$ cat src/rtl/uart_pkg.sv
// -----------------------------------------------------------------------------
// uart_pkg
//   Types and constants shared by the UART transmit arbiter and the
//   uart_full_duplex core.
//   - arb_state_t : transmit arbiter FSM states
//   - UART_DATA_W : byte width of the UART data path
// -----------------------------------------------------------------------------
package uart_pkg;

    localparam int UART_DATA_W = 8;

    typedef enum logic [1:0] {
        IDLE      = 2'd0,
        START     = 2'd1,
        WAIT_BUSY = 2'd2,
        WAIT_DONE = 2'd3
    } arb_state_t;

endpackage : uart_pkg

$ cat src/rtl/uart_tx_arbiter_rr_arbiter.sv
// -----------------------------------------------------------------------------
// rr_arbiter
//   Combinational round-robin winner selection.
//   The request vector is rotated so that the source just after the last grant
//   lands on bit 0, the lowest set bit is found, and its position is rotated
//   back into an absolute source index.
// Ports
//   req        in  N   request vector
//   last_grant in  IW  index of the previously granted source
//   any        out 1   at least one request is set
//   winner     out IW  granted index (valid only when any=1)
// -----------------------------------------------------------------------------
module rr_arbiter #(
    parameter int N  = 4,
    parameter int IW = (N > 1) ? $clog2(N) : 1
) (
    input  logic [N-1:0]  req,
    input  logic [IW-1:0] last_grant,
    output logic          any,
    output logic [IW-1:0] winner
);

    localparam logic [IW:0] N_W = (IW + 1)'(N);

    logic [N-1:0]  rot;
    logic [IW-1:0] first;
    logic [IW:0]   back_raw;

    // rot[gi] = req[(gi + last_grant + 1) mod N]; the sum never exceeds 2N-1,
    // so a single conditional subtract implements the modulo.
    genvar gi;
    generate
        for (gi = 0; gi < N; gi++) begin : g_rot
            localparam logic [IW:0] OFS = (IW + 1)'(gi + 1);
            logic [IW:0] raw;
            logic [IW:0] idx;
            assign raw    = OFS + {1'b0, last_grant};
            assign idx    = (raw >= N_W) ? (raw - N_W) : raw;
            assign rot[gi] = req[idx[IW-1:0]];
        end
    endgenerate

    // Lowest set bit of the rotated vector wins (scan downward so the
    // lowest index is written last).
    always_comb begin
        any   = 1'b0;
        first = '0;
        for (int i = N - 1; i >= 0; i--) begin
            if (rot[i]) begin
                any   = 1'b1;
                first = IW'(i);
            end
        end
    end

    // Undo the rotation: winner = (first + last_grant + 1) mod N.
    assign back_raw = {1'b0, first} + {1'b0, last_grant} + (IW + 1)'(1);
    assign winner   = (back_raw >= N_W) ? IW'(back_raw - N_W) : IW'(back_raw);

endmodule : rr_arbiter

$ cat src/rtl/uart_tx_arbiter.sv
// -----------------------------------------------------------------------------
// uart_tx_arbiter
//   Shares one UART transmitter among NUM_REQ byte sources. Sources offer a
//   byte with valid/ready; a round-robin grant latches the byte, pulses
//   req_ready and uart_tx_start, then follows uart_tx_busy until the frame is
//   on the line. If the UART never goes busy within BUSY_TIMEOUT cycles the
//   byte is dropped and timeout_err pulses.
// Ports
//   clk, rst       clock, asynchronous active-high reset
//   req_valid      per-source byte offered
//   req_data       source i byte at [i*DATA_W +: DATA_W]
//   req_ready      one-hot, one-cycle accept pulse
//   uart_tx_start  one-cycle start pulse to the UART
//   uart_tx_data   byte to the UART, held from START until the frame ends
//   uart_tx_busy   UART transmitter busy
//   grant_id       index of the current / last granted source
//   arb_busy       high whenever the FSM is not idle
//   timeout_err    one-cycle pulse: the UART never reported busy
// -----------------------------------------------------------------------------
module uart_tx_arbiter
    import uart_pkg::*;
#(
    parameter int NUM_REQ      = 4,
    parameter int DATA_W       = UART_DATA_W,
    parameter int BUSY_TIMEOUT = 16
) (
    input  logic                          clk,
    input  logic                          rst,
    input  logic [NUM_REQ-1:0]            req_valid,
    input  logic [NUM_REQ*DATA_W-1:0]     req_data,
    output logic [NUM_REQ-1:0]            req_ready,
    output logic                          uart_tx_start,
    output logic [DATA_W-1:0]             uart_tx_data,
    input  logic                          uart_tx_busy,
    output logic [$clog2(NUM_REQ)-1:0]    grant_id,
    output logic                          arb_busy,
    output logic                          timeout_err
);

    localparam int IW    = $clog2(NUM_REQ);
    localparam int CNT_W = $clog2(BUSY_TIMEOUT);

    localparam logic [IW-1:0]      LAST_RESET = IW'(NUM_REQ - 1);
    localparam logic [CNT_W-1:0]   CNT_LAST   = CNT_W'(BUSY_TIMEOUT - 1);
    localparam logic [NUM_REQ-1:0] ONE_HOT0   = NUM_REQ'(1);

    arb_state_t        state_reg;
    logic [IW-1:0]     last_grant_reg;
    logic [CNT_W-1:0]  cnt_reg;

    logic [DATA_W-1:0] data_arr [NUM_REQ];
    logic              arb_any;
    logic [IW-1:0]     arb_winner;

    genvar gi;
    generate
        for (gi = 0; gi < NUM_REQ; gi++) begin : g_unpack
            assign data_arr[gi] = req_data[gi*DATA_W +: DATA_W];
        end
    endgenerate

    rr_arbiter #(
        .N  (NUM_REQ),
        .IW (IW)
    ) u_rr (
        .req        (req_valid),
        .last_grant (last_grant_reg),
        .any        (arb_any),
        .winner     (arb_winner)
    );

    always_ff @(posedge clk or posedge rst) begin
        if (rst) begin
            state_reg      <= IDLE;
            last_grant_reg <= LAST_RESET;  // source 0 has top priority
            cnt_reg        <= '0;
            req_ready      <= '0;
            uart_tx_start  <= 1'b0;
            uart_tx_data   <= '0;
            grant_id       <= '0;
            arb_busy       <= 1'b0;
            timeout_err    <= 1'b0;
        end else begin
            // Pulse outputs default low; each is raised for exactly one cycle.
            req_ready     <= '0;
            uart_tx_start <= 1'b0;
            timeout_err   <= 1'b0;

            case (state_reg)
                IDLE: begin
                    // A busy UART blocks granting, so no byte is accepted
                    // that could not be started immediately.
                    if (arb_any && !uart_tx_busy) begin
                        uart_tx_data   <= data_arr[arb_winner];
                        grant_id       <= arb_winner;
                        last_grant_reg <= arb_winner;
                        req_ready      <= ONE_HOT0 << arb_winner;
                        uart_tx_start  <= 1'b1;
                        arb_busy       <= 1'b1;
                        state_reg      <= START;
                    end
                end

                START: begin
                    cnt_reg   <= '0;
                    state_reg <= WAIT_BUSY;
                end

                WAIT_BUSY: begin
                    if (uart_tx_busy) begin
                        state_reg <= WAIT_DONE;
                    end else if (cnt_reg == CNT_LAST) begin
                        // Byte is dropped; the pointer already moved past
                        // this source at grant time.
                        timeout_err <= 1'b1;
                        arb_busy    <= 1'b0;
                        state_reg   <= IDLE;
                    end else begin
                        cnt_reg <= cnt_reg + CNT_W'(1);
                    end
                end

                WAIT_DONE: begin
                    if (!uart_tx_busy) begin
                        arb_busy  <= 1'b0;
                        state_reg <= IDLE;
                    end
                end

                default: begin
                    arb_busy  <= 1'b0;
                    state_reg <= IDLE;
                end
            endcase
        end
    end

endmodule : uart_tx_arbiter

$ cat config.mk
export PLATFORM = sky130hd
export DESIGN_NAME = uart_tx_arbiter
export DESIGN_NICKNAME = d
export VERILOG_FILES = /design/src/rtl/uart_pkg.sv /design/src/rtl/uart_tx_arbiter_rr_arbiter.sv /design/src/rtl/uart_tx_arbiter.sv
export SDC_FILE = /design/constraint.sdc
export NUM_CORES = 1
export LEC_CHECK = 0
export ABC_AREA = 1
export CORE_UTILIZATION = 46
export CTS_CLUSTER_SIZE = 40
export DETAILED_ROUTE_END_ITERATION = 10
export PLACE_DENSITY = 0.9
export SETUP_SLACK_MARGIN = 0.3
export SYNTH_ARGS = -nofsm -noshare
export SYNTH_HDL_FRONTEND = slang
export SYNTH_SLANG_ARGS = --single-unit
export TNS_END_PERCENT = 50
$ cat constraint.sdc
create_clock -name clk -period 3.3 [get_ports clk]
set_input_delay 0.66 -clock clk [delete_from_list [all_inputs] [get_ports clk]]
set_output_delay 0.66 -clock clk [all_outputs]
set_load 0.005 [all_outputs]
==> results of run 1 <==
==> power by group through the flow <==
| stage | logic, W | registers, W | clock network [W] |
|---|---|---|---|
| 2_1_floorplan | 0.00133 | 0.000526 | 0 |
| 4_1_cts | 0.00178 | 0.000558 | 0.000181 |
| 6_report | 0.00180 | 0.000559 | 0.000182 |
| 3_3_place_gp | 0.00170 | 0.000557 | 0 |
| 3_5_place_dp | 0.00177 | 0.000560 | 0 |
| 5_1_grt | 0.00200 | 0.000577 | 0.000194 |
==> worst max path at each step <==
stage / end / slack [ns] / depth (start not counted)
global placement: uart_tx_data[6] / 0.40 / 14
global route: uart_tx_data[1] / 0.31 / 14
detailed placement: uart_tx_data[6] / 0.21 / 14
floorplan: uart_tx_data[1] / 0.94 / 14
CTS: uart_tx_data[6] / 0.50 / 14
finish: uart_tx_data[6] / 0.52 / 14
==> cells by family (layout without fill, tap and decap cells) <==
logic type	count (synthesis)	in the layout	synth area share (%)
flops	25	25	37.1
compound gates	8	8	2.51
xor+xnor	1	1	0.517
buf+inv	25	79	7.46
simple gates	160	160	42.5
mux	8	8	4.73
fa+ha+maj	7	7	5.17
==> routing by layer <==
layer  vias up  track usage (%)
met3        12             3.28
met1       769             26.8
met4         0             9.01
met2        58             39.5
li1        843                -
met5         -                0
==> synthesized netlist by cell type (all sizes together) <==
library cell and number:
nand4 2, or2 1, clkinv 1, nand2 112, ha 7, nor3 1
dfrtp 23, mux2i 8, dfstp 2, inv 18, buf 6, and3b 1
a21oi 3, xor2 1, o21ai 4, nor2 16, o21bai 1, nand3 27
==> repair_timing <==
action                                  in CTS  in global routing
resized for setup                            0                  1
endpoints found under the setup margin       0                  3
endpoints found under the hold margin        0                  0
==> critical path, cell delays in order <==
cell and delay, ns:
sky130_fd_sc_hd__clkdlybuf4s50_1 0.48, sky130_fd_sc_hd__inv_1 0.06, sky130_fd_sc_hd__nand2_1 0.10, sky130_fd_sc_hd__nand2_1 0.06
sky130_fd_sc_hd__nand2_1 0.07, sky130_fd_sc_hd__nand2_1 0.07, sky130_fd_sc_hd__nor2_1 0.12, sky130_fd_sc_hd__o21bai_1 0.09
sky130_fd_sc_hd__ha_1 0.55, sky130_fd_sc_hd__clkinvlp_4 0.34, sky130_fd_sc_hd__nand2_1 0.12, sky130_fd_sc_hd__nand2_1 0.05
sky130_fd_sc_hd__nand3_1 0.08, sky130_fd_sc_hd__nand3_1 0.08
==> final cells by class <==
type                    instances  share of cell area [%]
multi-input cells             184                    40.7
inverters                      19                    3.47
flip-flops and latches         25                    27.2
repair buffers                 56                    24.2
clock buffers                   4                    1.95
well taps                      46                    2.49
==> metrics by stage <==
step	power [W]	std cells	cell area, sq um	hold WS (ns)	worst slack [ns]
floorplan	0.00185	234	1690	0.467	0.936
global placement	0.00226	330	2260	0.466	0.404
detailed placement	0.00233	330	2260	0.470	0.212
CTS	0.00252	334	2300	0.495	0.497
global route	0.00277	334	2310	0.512	0.314
finish	0.00254	334	2310	0.495	0.522
==> flow_metrics.py, run 1 <==
metrics = {
    "logic_synthesis": {
        "postSynthCellCount": 234,
        "avgSynthCellArea_sq_um": 7.23,
        "yosys_warnings": 0,
        "number_of_storage_elements_in_the_synthesis_netlist": 25,
        "net_count_after_synthesis": 280,
        "seq_area_frac_synth_pct": 37.1,
        "area_contributors_post_synth": "sky130_fd_sc_hd__dfrtp_1 (34%), sky130_fd_sc_hd__nand2_1 (23%), sky130_fd_sc_hd__nand3_1 (7.4%), sky130_fd_sc_hd__ha_1 (5.2%), sky130_fd_sc_hd__mux2i_1 (4.7%)",
        "syn-cell-area_sq_um": 1690,
        "synth_top_area_cell": "sky130_fd_sc_hd__dfrtp_1",
        "yosys.area.top_type_share_pct": 34.0,
        "synth_cell_types": 29,
    },
    "final_layout": {
        "mostFrequentLayoutCells": "sky130_fd_sc_hd__nand2_1 (104), sky130_fd_sc_hd__clkdlybuf4s50_1 (55), sky130_fd_sc_hd__nand3_1 (25), sky130_fd_sc_hd__dfrtp_1 (23), sky130_fd_sc_hd__inv_1 (15)",
        "utilization_after_layout_pct": 67.0,
        "layout.cells.most_common": "sky130_fd_sc_hd__nand2_1",
        "antenna-diode-count": 0,
        "syn2layout_area_growth_pct": 36.3,
        "seq_area_sq_um": 628,
        "multiInputGateArea_sq_um": 938,
        "largest_reg_flops": 8,
        "final_layout_size_suffix_gt1_share_pct": 8.33,
        "fill_cells": 289,
        "nNetsFinal": 335,
    },
    "timing": {
        "portion_of_the_clock_cycle_consumed_by_the_worst_path_in_the_final_layout_pct": 84.2,
        "rsz0062_at_grt": "false",
        "fmaxAchievable_mhz": 360,
        "report.final.setup_viol": 0,
        "setup_total_negative_slack_ns": 0,
        "worst_slew_pin_slew_ns": 0.906,
        "post-route-min-period_ns": 2.78,
        "final_hold_vio_count": 0,
        "maxSlewViolCount": 0,
        "skew_ns": 0.00106,
        "relSlewSlack_pct": 39.5,
    },
    "setup_path": {
        "worst-r2r-cell-count": 13,
        "element_type_at_the_critical_path_end": "flip-flop",
        "critical_path_class": "input port to flip-flop",
        "timing.rr.start": "last_grant_reg[0]",
        "timing.critical_path.required_ns": 3.45,
        "crit_path_max_fanout": 10,
        "cp_data_arrival_time_ns": 2.93,
        "rr_endpoint": "uart_tx_data[6]",
        "startpoint": "req_valid[3]",
        "reg2reg_setup_slack_ns": 0.72,
        "setup.worst_path.start_class": "input port",
    },
    "power_and_ir_drop": {
        "power.static_leakage_nw": 1.19,
        "p_switching_w": 0.00127,
        "pwr-share-comb_pct": 70.8,
        "max-vdd-ir-drop_mv": 0.811,
        "clockPowerShare_pct": 7.2,
        "p_int_w": 0.00127,
        "power.share.switching_pct": 50.1,
        "powerDensity_nw_per_um2": 1100,
        "seqPwrFrac_pct": 22.1,
    },
    "global_route": {
        "wire_length_of_the_first_global_routing_pass_um": 7080,
        "antenna_found_initial": 0,
        "grt_start_max_net_pins": 26,
        "grt.total_usage_pct": 22.3,
        "globalRouteOverflowTotal": 0,
        "grt_pass1_vias": 1709,
    },
    "floorplan": {
        "floorplan.io_pins": 56,
        "floorplan.initialDensity_pct": 49.2,
        "die_width_um": 62.7,
        "fp-row-count": 21,
        "fp.coreArea_sq_um": 3440,
        "die_h_um": 62.7,
        "die-area_sq_um": 3930,
    },
    "run_status": {
        "outcome": "finished, final reports clean",
    },
    "route": {
        "drc": 0,
        "num_vias": 1682,
        "detail_route.vias_per_cell": 5.04,
        "wl_met1_um": 1760,
        "number_of_iterations_in_the_first_detailed_routing_pass": 4,
        "number_of_drc_markers_after_the_initial_detailed_route_iteration": 100,
        "drt_wl_total_um": 3930,
        "detail-route-antenna-nets": 0,
        "wl_met3_um": 148,
        "top_signal_layer_used": "met4",
        "wl_met2_um": 1930,
        "route.detailed.wl_per_inst_um": 11.8,
    },
    "worst_hold_path": {
        "min_to": "arb_busy",
        "worst_hold_startpoint": "arb_busy",
        "min_path_cells": 2,
        "hold_path.class": "flip-flop to flip-flop",
    },
    "clock_tree": {
        "clk_latency_ns": 0.27,
        "holdBufCountCts": 0,
        "post_cts_setup_buffer_count": 0,
        "clock_tree_from_tritoncts": "built",
        "cts_htree_levels": 1,
        "numCtsBuffers": 3,
        "clock_sinks": 25,
        "clock_path_buffers": 2,
        "root_buffer_master": "sky130_fd_sc_hd__clkbuf_8",
        "clk_transition_reported_paths_ns": 0.09,
    },
    "placement": {
        "place.port_buffers": 55,
        "place.gp.congestion": 0.831,
        "detailed_place_hpwl_um": 3000,
    },
    "run": {
        "cap_viol_max_count": 0,
    },
}
No activity file was read; power rests on OpenSTA's default activity.
==> inputs of run 2 (changes only) <==
Settings changed: CORE_UTILIZATION 46 to 41, PLACE_DENSITY 0.9 to 0.86.
Clock period 3.3 ns to 2.4 ns, I/O delays scaled along.
==> run 2 against run 1 <==
Net effect:
- sequential share of layout area decreased by 4.2 points
- non-clock buffer count increased by 19
- utilization increased by 4.8 points
- power increased by 98%
- setup slack got worse by 0.40 ns
- hold slack improved by 0.0013 ns
- final cell count increased by 6.6%
- die area increased by 12%
- global-route usage decreased by 0.71 points
- combinational power increased by 120%
- critical path depth unchanged
- critical path type is now flip-flop to flip-flop
==> flow_metrics.py, run 2 (synthesized netlist as in run 1, its figures left out) <==
metrics = {
    "placement": {
        "dp_worst_setup_slack_ns": -0.184,
        "detailed_place.area_sq_um": 2340,
        "place.gp.congestion": 0.810,
        "place.port_buffers": 55,
        "numPlacedInstances": 340,
        "detailed_place_hpwl_um": 3030,
    },
    "power_and_ir_drop": {
        "powerDensity_nw_per_um2": 1840,
        "max-vdd-ir-drop_mv": 0.968,
        "power.static_leakage_nw": 1.34,
        "finalPower_w": 0.00502,
    },
    "floorplan": {
        "fp-row-count": 22,
        "die-area_sq_um": 4390,
        "fp.coreArea_sq_um": 3800,
        "floorplan.io_pins": 56,
        "die_width_um": 66.3,
        "floorplan.initialDensity_pct": 44.6,
        "die_h_um": 66.3,
    },
    "clock_tree": {
        "clock_tree_from_tritoncts": "built",
        "holdBufCountCts": 0,
        "clock_path_buffers": 2,
        "clock_sinks": 25,
        "clk_latency_ns": 0.27,
        "numCtsBuffers": 3,
        "root_buffer_master": "sky130_fd_sc_hd__clkbuf_8",
        "clk_transition_reported_paths_ns": 0.09,
        "cts_htree_levels": 1,
    },
    "route": {
        "num_vias": 1842,
        "route.detailed.wl_per_inst_um": 13.8,
        "drt_wl_total_um": 4920,
        "detail_route.vias_per_cell": 5.17,
        "number_of_iterations_in_the_first_detailed_routing_pass": 4,
        "detail-route-antenna-nets": 0,
        "number_of_drc_markers_after_the_initial_detailed_route_iteration": 143,
        "drc": 0,
    },
    "setup_path": {
        "timing.rr.start": "last_grant_reg[0]",
        "cp_data_arrival_time_ns": 2.45,
        "timing.critical_path.required_ns": 2.57,
        "worst_path_max_delay_cell": "sky130_fd_sc_hd__dfstp_2",
        "critical_path_class": "flip-flop to flip-flop",
        "worst_path_largest_cell_delay_ns": 0.58,
        "setup.worst_path.start_class": "flip-flop",
        "cpLargestDelayFamily": "simple AND/OR/NAND/NOR gates",
        "element_type_at_the_critical_path_end": "flip-flop",
        "reg2reg_setup_slack_ns": 0.12,
        "worst-r2r-cell-count": 14,
        "buf_inv_on_cp": 3,
        "rr_endpoint": "uart_tx_data[1]",
        "crit_path_max_fanout": 11,
        "crit_path_cell_trace": "buf_12 > inv_12 > nand2_4 > nand2_1 > nand2_1 > nand2_2 > nor2_4 > o21bai_4 > ha_4 > buf_12 > mux2i_2 > nand3_2 > nand3_2 > nand2_2",
    },
    "timing": {
        "setup_total_negative_slack_ns": 0,
        "rsz0062_at_grt": "true",
        "maxSlewViolCount": 0,
        "skew_ns": 0.00958,
        "relSlewSlack_pct": 78.0,
        "portion_of_the_clock_cycle_consumed_by_the_worst_path_in_the_final_layout_pct": 95.1,
        "post-route-min-period_ns": 2.28,
        "final_critical_path_setup_slack_ns": 0.118,
        "report.final.setup_viol": 0,
        "worst_slew_pin_slew_ns": 0.330,
        "final_hold_vio_count": 0,
        "fmaxAchievable_mhz": 438,
    },
    "final_layout": {
        "nNetsFinal": 355,
        "fill_cells": 259,
        "antenna-diode-count": 0,
        "final_area_sq_um": 2730,
        "final_layout_size_suffix_gt1_share_pct": 25.0,
        "seq_area_sq_um": 628,
        "largest_reg_flops": 8,
        "final_cell_count_without_fillers": 356,
        "syn2layout_area_growth_pct": 61.1,
        "multiInputGateArea_sq_um": 1160,
        "mostFrequentLayoutCells": "sky130_fd_sc_hd__nand2_1 (86), sky130_fd_sc_hd__clkdlybuf4s50_1 (51), sky130_fd_sc_hd__dfrtp_1 (23), sky130_fd_sc_hd__nand3_1 (21), sky130_fd_sc_hd__nand2_2 (19)",
        "layout.cells.most_common": "sky130_fd_sc_hd__nand2_1",
    },
    "global_route": {
        "grt_pass1_vias": 1700,
        "antenna_found_initial": 0,
        "wire_length_of_the_first_global_routing_pass_um": 7330,
        "globalRouteOverflowTotal": 0,
        "grt.total_usage_pct": 21.6,
        "grt_start_max_net_pins": 26,
    },
    "worst_hold_path": {
        "min_to": "arb_busy",
        "min_path_cells": 2,
        "worst_hold_startpoint": "arb_busy",
        "hold_path.class": "flip-flop to flip-flop",
    },
    "run": {
        "cap_viol_max_count": 0,
    },
    "run_status": {
        "outcome": "finished, final reports clean",
    },
}
run 2: metal layers:
metal	track usage, %	wire length [um]	up-vias
met1	25.4	1890	831
met2	39.8	2550	106
li1	-	-	885
met4	7.71	161	0
met3	2.59	327	20
met5	0	0	-
run 2: area by class of cell:
cell class	count	area share [%]
Clock buffer	4	1.65
Multi-Input combinational cell	185	42.6
Inverter	19	3.17
Tap cell	48	2.20
Sequential cell	25	23.0
Timing Repair Buffer	75	27.3
run 2: what timing repair did:
item | 4_1_cts | 5_1_grt
endpoints found under the setup margin | 15 | 16
cloned | 1 | 1
gates resized for setup | 18 | 41
buffers inserted | 8 | 2
pin swaps | 9 | 20
run 2: worst reg2reg max path: cells and delay by family, from the launching register on:
kind | cells | cell delay, ns
compound gates | 1 | 0.08
mux | 1 | 0.23
fa+ha+maj | 1 | 0.32
buf+inv | 3 | 0.32
simple gates | 8 | 0.65
flops | 1 | 0.58
run 2: how the worst max path moves through the flow:
stage                       from         endpoint  slack [ns]  cells after the start
6_report       last_grant_reg[0]  uart_tx_data[1]        0.12                     14
5_1_grt        last_grant_reg[0]     req_ready[3]      -0.001                     16
4_1_cts        last_grant_reg[0]     req_ready[3]        0.13                     15
3_5_place_dp        req_valid[2]  uart_tx_data[4]       -0.18                     14
3_3_place_gp        req_valid[3]  uart_tx_data[2]       -0.12                     14
2_1_floorplan  last_grant_reg[0]  uart_tx_data[1]        0.30                     15
run 2: power breakdown:
group	internal, W	leakage, nW	switching, W
combinational	0.00193	1.00	0.00209
clock	0.000119	0.0228	0.000134
sequential	0.000619	0.318	0.000124
run 2: stage by stage:
step / util (%) / hold WS, ns
3_3_place_gp: 61.6 / 0.472
4_1_cts: 65.8 / 0.499
5_1_grt: 71.8 / 0.519
2_1_floorplan: - / 0.467
3_5_place_dp: 61.6 / 0.479
6_report: 71.8 / 0.497
